==> config.mk <==
export PLATFORM = sky130hd
export DESIGN_NAME = irq_clint
export DESIGN_NICKNAME = d
export VERILOG_FILES = /design/src/rtl/irq_pkg.sv /design/src/rtl/irq_mtimer.sv /design/src/rtl/irq_clint.sv
export SDC_FILE = /design/constraint.sdc
export NUM_CORES = 1
export LEC_CHECK = 0
export BUFFER_PORTS_ARGS = -buffer_cell sky130_fd_sc_hd__buf_2
export CAP_MARGIN = 15
export CORE_MARGIN = 2
export CORE_UTILIZATION = 30
export CTS_CLUSTER_SIZE = 25
export DETAILED_ROUTE_END_ITERATION = 12
export SYNTH_ARGS = -nofsm -noshare
export SYNTH_HDL_FRONTEND = slang
export SYNTH_SLANG_ARGS = --single-unit
==> constraint.sdc <==
create_clock -name clk -period 5 [get_ports clk]
set_input_delay 0 -clock clk [delete_from_list [all_inputs] [get_ports clk]]
set_output_delay 0 -clock clk [all_outputs]
set_load 0.03 [all_outputs]
==> src/rtl/irq_pkg.sv <==
// rtl/irq_pkg.sv - cause codes, register offsets and reset constants for irq_clint
package irq_pkg;

  localparam int CAUSE_MTIMER   = 7;
  localparam int CAUSE_EXT_BASE = 16;

  localparam logic [7:0] OFF_MTIME_LO    = 8'h00;
  localparam logic [7:0] OFF_MTIME_HI    = 8'h04;
  localparam logic [7:0] OFF_MTIMECMP_LO = 8'h08;
  localparam logic [7:0] OFF_MTIMECMP_HI = 8'h0C;
  localparam logic [7:0] OFF_PENDING     = 8'h10;
  localparam logic [7:0] OFF_ENABLE      = 8'h14;
  localparam logic [7:0] OFF_CLAIM       = 8'h18;

  localparam logic [63:0] MTIMECMP_RESET = 64'hFFFF_FFFF_FFFF_FFFF;

endpackage

==> src/rtl/irq_mtimer.sv <==
// rtl/irq_mtimer.sv - prescaled 64-bit machine timer with compare and its bus-written registers
module irq_mtimer #(
  parameter int PRESCALE = 1
) (
  input  logic        clk,
  input  logic        reset,
  input  logic [5:0]  bus_word,
  input  logic [31:0] bus_wdata,
  input  logic        bus_we,
  output logic [63:0] mtime,
  output logic [63:0] mtimecmp,
  output logic        timer_irq
);
  import irq_pkg::*;

  localparam int PW = (PRESCALE > 1) ? $clog2(PRESCALE) : 1;

  logic [PW-1:0] presc;
  logic          tick;

  assign tick = (presc == PW'(PRESCALE - 1));

  always_ff @(posedge clk) begin
    if (reset) begin
      presc    <= '0;
      mtime    <= '0;
      mtimecmp <= MTIMECMP_RESET;
    end else begin
      presc <= tick ? '0 : presc + 1'b1;
      // a software write to either mtime half suppresses that cycle's increment
      if (bus_we && bus_word == OFF_MTIME_LO[7:2])
        mtime[31:0] <= bus_wdata;
      else if (bus_we && bus_word == OFF_MTIME_HI[7:2])
        mtime[63:32] <= bus_wdata;
      else if (tick)
        mtime <= mtime + 64'd1;
      if (bus_we && bus_word == OFF_MTIMECMP_LO[7:2])
        mtimecmp[31:0] <= bus_wdata;
      if (bus_we && bus_word == OFF_MTIMECMP_HI[7:2])
        mtimecmp[63:32] <= bus_wdata;
    end
  end

  assign timer_irq = (mtime >= mtimecmp);

endmodule

==> src/rtl/irq_clint.sv <==
// rtl/irq_clint.sv - machine interrupt source block: timer, ext edge capture, pending/enable, priority
module irq_clint #(
  parameter int NUM_EXT  = 2,
  parameter int PRESCALE = 1
) (
  input  logic               clk,
  input  logic               reset,
  input  logic [NUM_EXT-1:0] ext_irq,
  input  logic [7:0]         bus_addr,
  input  logic [31:0]        bus_wdata,
  input  logic               bus_we,
  input  logic               bus_re,
  output logic [31:0]        bus_rdata,
  input  logic               irq_ack,
  output logic               timer_irq,
  output logic [31:0]        interrupt_pend,
  output logic [31:0]        interrupt_cause
);
  import irq_pkg::*;

  logic [5:0]         bus_word;
  logic               addr_unused;
  logic [63:0]        mtime;
  logic [63:0]        mtimecmp;
  logic [NUM_EXT-1:0] ext_d;
  logic [NUM_EXT-1:0] ext_pend;
  logic [NUM_EXT-1:0] ext_rise;
  logic [NUM_EXT-1:0] ext_clr;
  logic [31:0]        enable;
  logic [31:0]        enable_mask;
  logic [31:0]        pending;
  logic [31:0]        active;
  logic [31:0]        sel_cause;

  assign bus_word    = bus_addr[7:2];
  assign addr_unused = ^bus_addr[1:0];
  assign ext_rise    = ext_irq & ~ext_d;

  irq_mtimer #(.PRESCALE(PRESCALE)) u_mtimer (
    .clk       (clk),
    .reset     (reset),
    .bus_word  (bus_word),
    .bus_wdata (bus_wdata),
    .bus_we    (bus_we),
    .mtime     (mtime),
    .mtimecmp  (mtimecmp),
    .timer_irq (timer_irq)
  );

  always_comb begin
    pending = '0;
    pending[CAUSE_MTIMER] = timer_irq;
    pending[CAUSE_EXT_BASE +: NUM_EXT] = ext_pend;
    enable_mask = '0;
    enable_mask[CAUSE_MTIMER] = 1'b1;
    enable_mask[CAUSE_EXT_BASE +: NUM_EXT] = '1;
    active = pending & enable;
  end

  always_comb begin
    ext_clr = '0;
    for (int i = 0; i < NUM_EXT; i++)
      ext_clr[i] = (bus_we && bus_word == OFF_PENDING[7:2] && bus_wdata[CAUSE_EXT_BASE + i]) ||
                   (irq_ack && interrupt_pend == 32'(CAUSE_EXT_BASE + i));
  end

  // lower ext index overrides, so the loop runs from the weakest source upward
  always_comb begin
    sel_cause = '0;
    if (active[CAUSE_MTIMER])
      sel_cause = 32'(CAUSE_MTIMER);
    for (int i = NUM_EXT - 1; i >= 0; i--)
      if (active[CAUSE_EXT_BASE + i])
        sel_cause = 32'(CAUSE_EXT_BASE + i);
  end

  always_ff @(posedge clk) begin
    if (reset) begin
      ext_d           <= '0;
      ext_pend        <= '0;
      enable          <= '0;
      interrupt_pend  <= '0;
      interrupt_cause <= '0;
    end else begin
      ext_d           <= ext_irq;
      ext_pend        <= ext_rise | (ext_pend & ~ext_clr);
      interrupt_cause <= active;
      interrupt_pend  <= sel_cause;
      if (bus_we && bus_word == OFF_ENABLE[7:2])
        enable <= bus_wdata & enable_mask;
    end
  end

  always_ff @(posedge clk) begin
    if (reset) begin
      bus_rdata <= '0;
    end else if (bus_re) begin
      case (bus_word)
        OFF_MTIME_LO[7:2]:    bus_rdata <= mtime[31:0];
        OFF_MTIME_HI[7:2]:    bus_rdata <= mtime[63:32];
        OFF_MTIMECMP_LO[7:2]: bus_rdata <= mtimecmp[31:0];
        OFF_MTIMECMP_HI[7:2]: bus_rdata <= mtimecmp[63:32];
        OFF_PENDING[7:2]:     bus_rdata <= pending;
        OFF_ENABLE[7:2]:      bus_rdata <= enable;
        OFF_CLAIM[7:2]:       bus_rdata <= interrupt_pend;
        default:              bus_rdata <= '0;
      endcase
    end
  end

endmodule
==> flow_summary.ini, run 1 <==
[outcome]
outcome = finished, final reports clean

[global_route]
antenna_found_initial = 0
grt_max_degree = 72
grt_util_all_layers_pct = 18.3
overflow = 0
grt_pass1_vias = 9021
grt_pass1_wl_um = 51700

[place]
place_inst = 1746
io_buffers = 84
globalplace.congestion = 0.880
pre_cts_slack_ns = 1.70
place_hpwl_um = 23800

[clocking]
h-tree-depth = 4
cts-buffers-inserted = 17
cts_root_buffer = clkbuf_16
cts_setup_buffers = 0
cts_tree = done
cts_sinks = 174
clk_path_buf_depth = 2
clk_latency_ns = 0.45
clk_pin_slew_ns = 0.07

[routing]
totalWireLength_um = 33500
drc = 0
wl_per_cell_um = 18.5
vias = 9737
first_pass_iters = 5
drt-initial-drc-count = 796
via_per_inst = 5.36
ant_nets = 0

[finish]
n_antenna_cell = 0
drive_above_1_share_pct = 11.0
syn_to_final_growth_pct = 14.1
nets = 1461
stdcell_count = 1817
final_util_pct = 34.8

[floorplan]
core_um2 = 34500
die_width_um = 191
fp-row-count = 68
die_h_um = 191
pin_count = 144
start_util_pct = 30.5
dieArea_um2 = 36600

[logic_synthesis]
syn_area_um2 = 10500
yosysUniqueCellTypes = 74
syn_avg_cell_area_um2 = 8.28
synth_edf_count = 0
yosys-top-cells-area = dfxtp_1, ha_1, o211ai_1
ys_async_sr_fraction_pct = 0
postSynthCellCount = 1273
ys.flop_type = dfxtp_1
synth.cells.most_frequent = dfxtp_1, nand2_1, nor2_1
yosysMostFrequentCell = dfxtp_1
ys_seq_area_share_pct = 33.1
synth.top_cell.area_share_pct = 33.1
ys_seq_elements = 174
yosysWarnings = 0
yosysTopAreaCell = dfxtp_1

[run]
maxCapViolations = 0

[timing]
setup_ws_ns = 1.88
rsz0062_at_grt = no
worst_pin_slew_ns = 1.13
timing_hold_violations_final = 0
period_share_pct = 62.3
setup_viol = 0
relSlewSlack_pct = 24.4
fin_tns_setup_ns = 0
min_period_ns = 3.12
skew_ns = 0.0111
slew_violations = 0
fmaxAchievable_mhz = 321

[worst_setup_path]
end_kind = output pin
required_ns = 5.00
crit_type = reg -> out
cp_max_fo = 5
cp-startpoint = u_mtimer.mtime[0]$_SDFFE_PP0P_
startpoint_type = register
worstPathArrival_ns = 3.12
r2r-start = u_mtimer.mtime[7]$_SDFFE_PP0P_

[power_and_ir_drop]
p_per_area_nw_per_um2 = 247
ir_drop_mv = 0.178
cellLeakagePower_uw = 0.00521
power_uw = 2970

[worst_hold_path]
hold_path.class = in -> reg
min_from = reset
==> state kept, by name, indices dropped and copies added, names as in the netlist <==
signal	cells
enable	3
bus_rdata	32
u_mtimer.mtime	64
ext_d	2
interrupt_pend	3
u_mtimer.presc	1
interrupt_cause	3
u_mtimer.mtimecmp	64
ext_pend	2
==> report_power, final <==
part	leakage [uW]	switching [uW]	internal (uW)	total (uW)
Clock	0.000274	630	657	1290
Combinational	0.00353	188	76.3	264
Sequential	0.00141	16.3	1400	1410
Total	0.00521	834	2130	2970
==> worst paths after layout <==
check,to,slack (ns),cells after the start
max reg2reg,u_mtimer.mtime[48]$_SDFFE_PP0P_,1.93,6
max,timer_irq,1.88,10
min reg2reg,ext_pend[0]$_SDFF_PP0_,0.44,1
min,interrupt_cause[16]$_SDFF_PP0_,0.04,2
==> critical path: stages (launching register included) <==
cell and delay (ns):
dfxtp_1 0.43, inv_1 0.07, ha_1 0.28, nand2b_1 0.14, a2111oi_0 0.67, o32a_1 0.29, a211oi_1 0.07, nor4_1 0.22
buf_2 0.27, inv_1 0.05, buf_2 0.17
==> what timing repair did <==
| item | in CTS | in global routing |
|---|---|---|
| resized for setup | 0 | 0 |
| setup endpoints to repair | 0 | 0 |
| hold buffers | 38 | 0 |
| hold endpoints to repair | 128 | 0 |
==> cell usage in the layout, fill, tap and decap left out, types with 12 or more instances in the layout <==
master / instances
buf_4: 15
a21oi_1: 38
nand2_1: 128
dfxtp_1: 174
a22oi_1: 29
xor2_1: 16
ha_1: 65
a2bb2oi_1: 21
or3_1: 12
inv_1: 80
a211oi_1: 34
dlygate4sd3_1: 38
buf_2: 84
nor2_1: 119
nand3_1: 49
clkbuf_16: 17
o211ai_1: 76
o21ai_0: 26
a221oi_1: 26
a31oi_1: 18
nand4_1: 31
nor3_1: 16
and3_1: 12
mux2i_1: 42
conb_1: 58
==> layout make-up <==
cell class | count | area (um^2)
sequential | 174 | 3480
fill | 3650 | 22500
clock buffer | 18 | 429
clock inverter | 14 | 124
timing repair buffer | 137 | 913
inverter | 82 | 308
multi-input combinational | 937 | 6190
tap | 455 | 569
==> cells by family after synthesis <==
| kind of cell | after synthesis | synth area share [%] |
|---|---|---|
| compound gates | 319 | 22.1 |
| xor+xnor | 26 | 2.16 |
| fa+ha+maj | 65 | 7.72 |
| buf+inv | 219 | 10.3 |
| flops | 174 | 33.1 |
| mux | 45 | 4.52 |
| other cells | 1 | 0.0356 |
| simple gates | 424 | 20.1 |
==> per-stage QoR <==
stage,cell area [um^2],hold slack [ns]
after floorplan,10700,0.107
after global placement,11100,0.210
after detailed placement,11100,0.203
after CTS,12000,0.0369
after global routing,12000,0.0716
final,12000,0.0408
==> layer usage <==
metal / wire (um) / GRT usage [%] / part of all wire, % / vias up
met5: 0 / 0 / 0 / -
met4: 817 / 6.42 / 2.4 / 0
met3: 2040 / 3.10 / 6.1 / 51
met2: 15200 / 28.9 / 45 / 335
met1: 15500 / 25.0 / 46 / 4632
li1: - / - / - / 4719
(Power assumes the default switching activity.)
==> inputs of run 2 (changes only) <==
--- a/config.mk
+++ b/config.mk
@@ -5,6 +5,7 @@
 export SDC_FILE = /design/constraint.sdc
 export NUM_CORES = 1
 export LEC_CHECK = 0
+export ABC_AREA = 1
 export BUFFER_PORTS_ARGS = -buffer_cell sky130_fd_sc_hd__buf_2
 export CAP_MARGIN = 15
 export CORE_MARGIN = 2
==> constraint.sdc (replaced) <==
create_clock -name clk -period 2.7 [get_ports clk]
set_input_delay 0 -clock clk [delete_from_list [all_inputs] [get_ports clk]]
set_output_delay 0 -clock clk [all_outputs]
set_load 0.03 [all_outputs]
==> flow_summary.ini, run 2 <==
[clocking]
cts-buffers-inserted = 17
cts_setup_buffers = 0
cts_root_buffer = clkbuf_16
cts_sinks = 174
clk_pin_slew_ns = 0.08
cts_tree = done
h-tree-depth = 4
clk_latency_ns = 0.45
clk_path_buf_depth = 2

[floorplan]
core_um2 = 37500
die_width_um = 199
start_util_pct = 30.3
fp-row-count = 71
dieArea_um2 = 39400
pin_count = 144
die_h_um = 199

[timing]
fmaxAchievable_mhz = 394
min_period_ns = 2.53
rsz0062_at_grt = no
setup_ws_ns = 0.165
setup_viol = 0
worst_pin_slew_ns = 0.774
relSlewSlack_pct = 48.3
fin_tns_setup_ns = 0
slew_violations = 0
period_share_pct = 93.9
timing_hold_violations_final = 0
skew_ns = 0.0106

[finish]
nets = 1918
layout_common_cells = nand2_1, inv_1, dfxtp_1
largestRegisters = u_mtimer.mtime x64, u_mtimer.mtimecmp x64, bus_rdata x32
n_antenna_cell = 0
fillers = 4089
final_common_cell = nand2_1
drive_above_1_share_pct = 11.2
syn_to_final_growth_pct = 16.6

[logic_synthesis]
yosysTopAreaCell = dfxtp_1
syn_area_um2 = 11400
yosysUniqueCellTypes = 45
synth_edf_count = 0
yosysMostFrequentCell = nand2_1
synth.top_cell.area_share_pct = 30.7
postSynthCellCount = 1699
yosysWarnings = 0
ys.flop_type = dfxtp_1
yosys-top-cells-area = dfxtp_1, nand2_1, ha_1
syn_avg_cell_area_um2 = 6.69
ys_seq_area_share_pct = 30.7
synth.cells.most_frequent = nand2_1, inv_1, dfxtp_1
ys_seq_elements = 174
ys_async_sr_fraction_pct = 0

[worst_setup_path]
crit_slowest_cell = dfxtp_1
required_ns = 2.70
critical_path.endpoint = timer_irq
r2r_slack_ns = 0.20
cp-startpoint = u_mtimer.mtime[30]$_SDFFE_PP0P_
cp_common_cell = nand2_1
crit_type = reg -> out
end_kind = output pin
cp_slowest_stage_delay_ns = 0.40
r2r_end = u_mtimer.mtime[49]$_SDFFE_PP0P_
r2r-start = u_mtimer.mtime[40]$_SDFFE_PP0P_
path_cells = ha_1, nand2_1, nor2_1, nand4_1, nor2_1, nand2_1, nand2_1, nand2_1, nand2_1, buf_2
startpoint_type = register
cp_max_fo = 6
worstPathArrival_ns = 2.53
rr_worst_depth = 9

[routing]
wl_per_cell_um = 18.5
drt-initial-drc-count = 1079
drc = 0
ant_nets = 0
totalWireLength_um = 43100
vias = 11800
first_pass_iters = 6
via_per_inst = 5.08

[outcome]
outcome = finished, final reports clean

[worst_hold_path]
hold_path.class = in -> reg

[global_route]
grt_use_met1_pct = 29.5
antenna_found_initial = 0
grt_pass1_vias = 11000
overflow = 0
grt_max_degree = 91
met3_usage_pct = 2.42
grt_util_all_layers_pct = 22.1
globalRouteMet2Util_pct = 36.5
grt_pass1_wl_um = 65800
grt.busiest_layer = met2

[place]
globalplace.congestion = 0.937
io_buffers = 84
place_hpwl_um = 32400
pre_cts_slack_ns = 0.331

[run]
maxCapViolations = 0

[power_and_ir_drop]
cellLeakagePower_uw = 0.00594
ir_drop_mv = 0.334
p_per_area_nw_per_um2 = 435
run 2: cell count changes in the layout (fill, tap and decap cells not counted), sizes merged, moves of 21 or more:
| cell | previous run | this run |
|---|---|---|
| nand2 | 131 | 416 |
| nand3 | 50 | 71 |
| mux2i | 42 | 0 |
| a211oi | 34 | 1 |
| o21ai | 26 | 112 |
| nor2 | 121 | 159 |
| a21oi | 38 | 161 |
| a22oi | 29 | 7 |
| inv | 90 | 203 |
| a221oi | 26 | 1 |
| o211ai | 76 | 53 |
| a2bb2oi | 21 | 0 |
run 2: cell type report:
class / instances / area, um^2 / area share, %
timing repair buffer: 156 / 1100 / 8.31
sequential: 174 / 3480 / 26.3
clock inverter: 15 / 196 / 1.48
tap: 511 / 639 / 4.83
multi-input combinational: 1260 / 6660 / 50.3
clock buffer: 17 / 425 / 3.21
inverter: 197 / 739 / 5.58
run 2: worst max-delay path, delay by kind of cell, from the launching register on:
family	cells	cell delay, ns
DFF	1	0.40
and+or+nand+nor	8	1.13
buffers and inverters	1	0.24
adders and majority gates	1	0.32
run 2: worst min-delay path by stage:
stage	from	to	slack [ns]	depth (start not counted)
finish	bus_re	bus_rdata[25]$_SDFFE_PP0P_	0.10	4
global route	bus_re	bus_rdata[25]$_SDFFE_PP0P_	0.12	4
CTS	bus_re	bus_rdata[14]$_SDFFE_PP0P_	0.09	4
detailed placement	ext_irq[0]	ext_d[0]$_SDFF_PP0_	0.22	3
global placement	ext_irq[1]	ext_d[1]$_SDFF_PP0_	0.21	3
floorplan	ext_irq[0]	ext_d[0]$_SDFF_PP0_	0.12	2
run 2: logic make-up (layout without fill, tap and decap cells):
kind of cell	count (synthesis)	count (layout)	synth area share [%]
AO/OA/AOI/OAI	381	381	19.1
XOR/XNOR	30	30	2.31
adder cells (fa/ha/maj)	65	65	7.16
buffers and inverters	322	385	12.7
flip-flops	174	174	30.7
other	1	58	0.0330
AND/OR/NAND/NOR	726	726	28.0
run 2: power breakdown:
group          switching (uW)  leakage [uW]  internal, uW  total (uW)
registers                21.9       0.00141          2590        2610
logic                     367       0.00423           130         497
clock network            1300      0.000301          1350        2650
total                    1690       0.00594          4060        5760
run 2: repair_timing:
action	CTS	global route
endpoints found under the setup margin	0	1
gates resized for setup	0	1
hold endpoints to repair	133	0
hold buffers	40	0
run 2: per-layer routing:
metal | vias to the layer above | part of all wire [%]
li1 | 5746 | -
met4 | 0 | 3.1
met2 | 462 | 47
met3 | 69 | 6.2
met1 | 5570 | 44
met5 | - | 0
run 2: stage by stage:
step | area [um^2] | instances | utilization, % | hold slack, ns | power [uW]
global placement | 12200 | 2258 | 32.6 | 0.214 | 3110
global route | 13200 | 2330 | 35.3 | 0.120 | 5940
finish | 13200 | 2330 | 35.3 | 0.104 | 5760
CTS | 13200 | 2330 | 35.3 | 0.0941 | 5800
floorplan | 11600 | 1756 | - | 0.125 | 3010
detailed placement | 12200 | 2258 | 32.6 | 0.220 | 3110
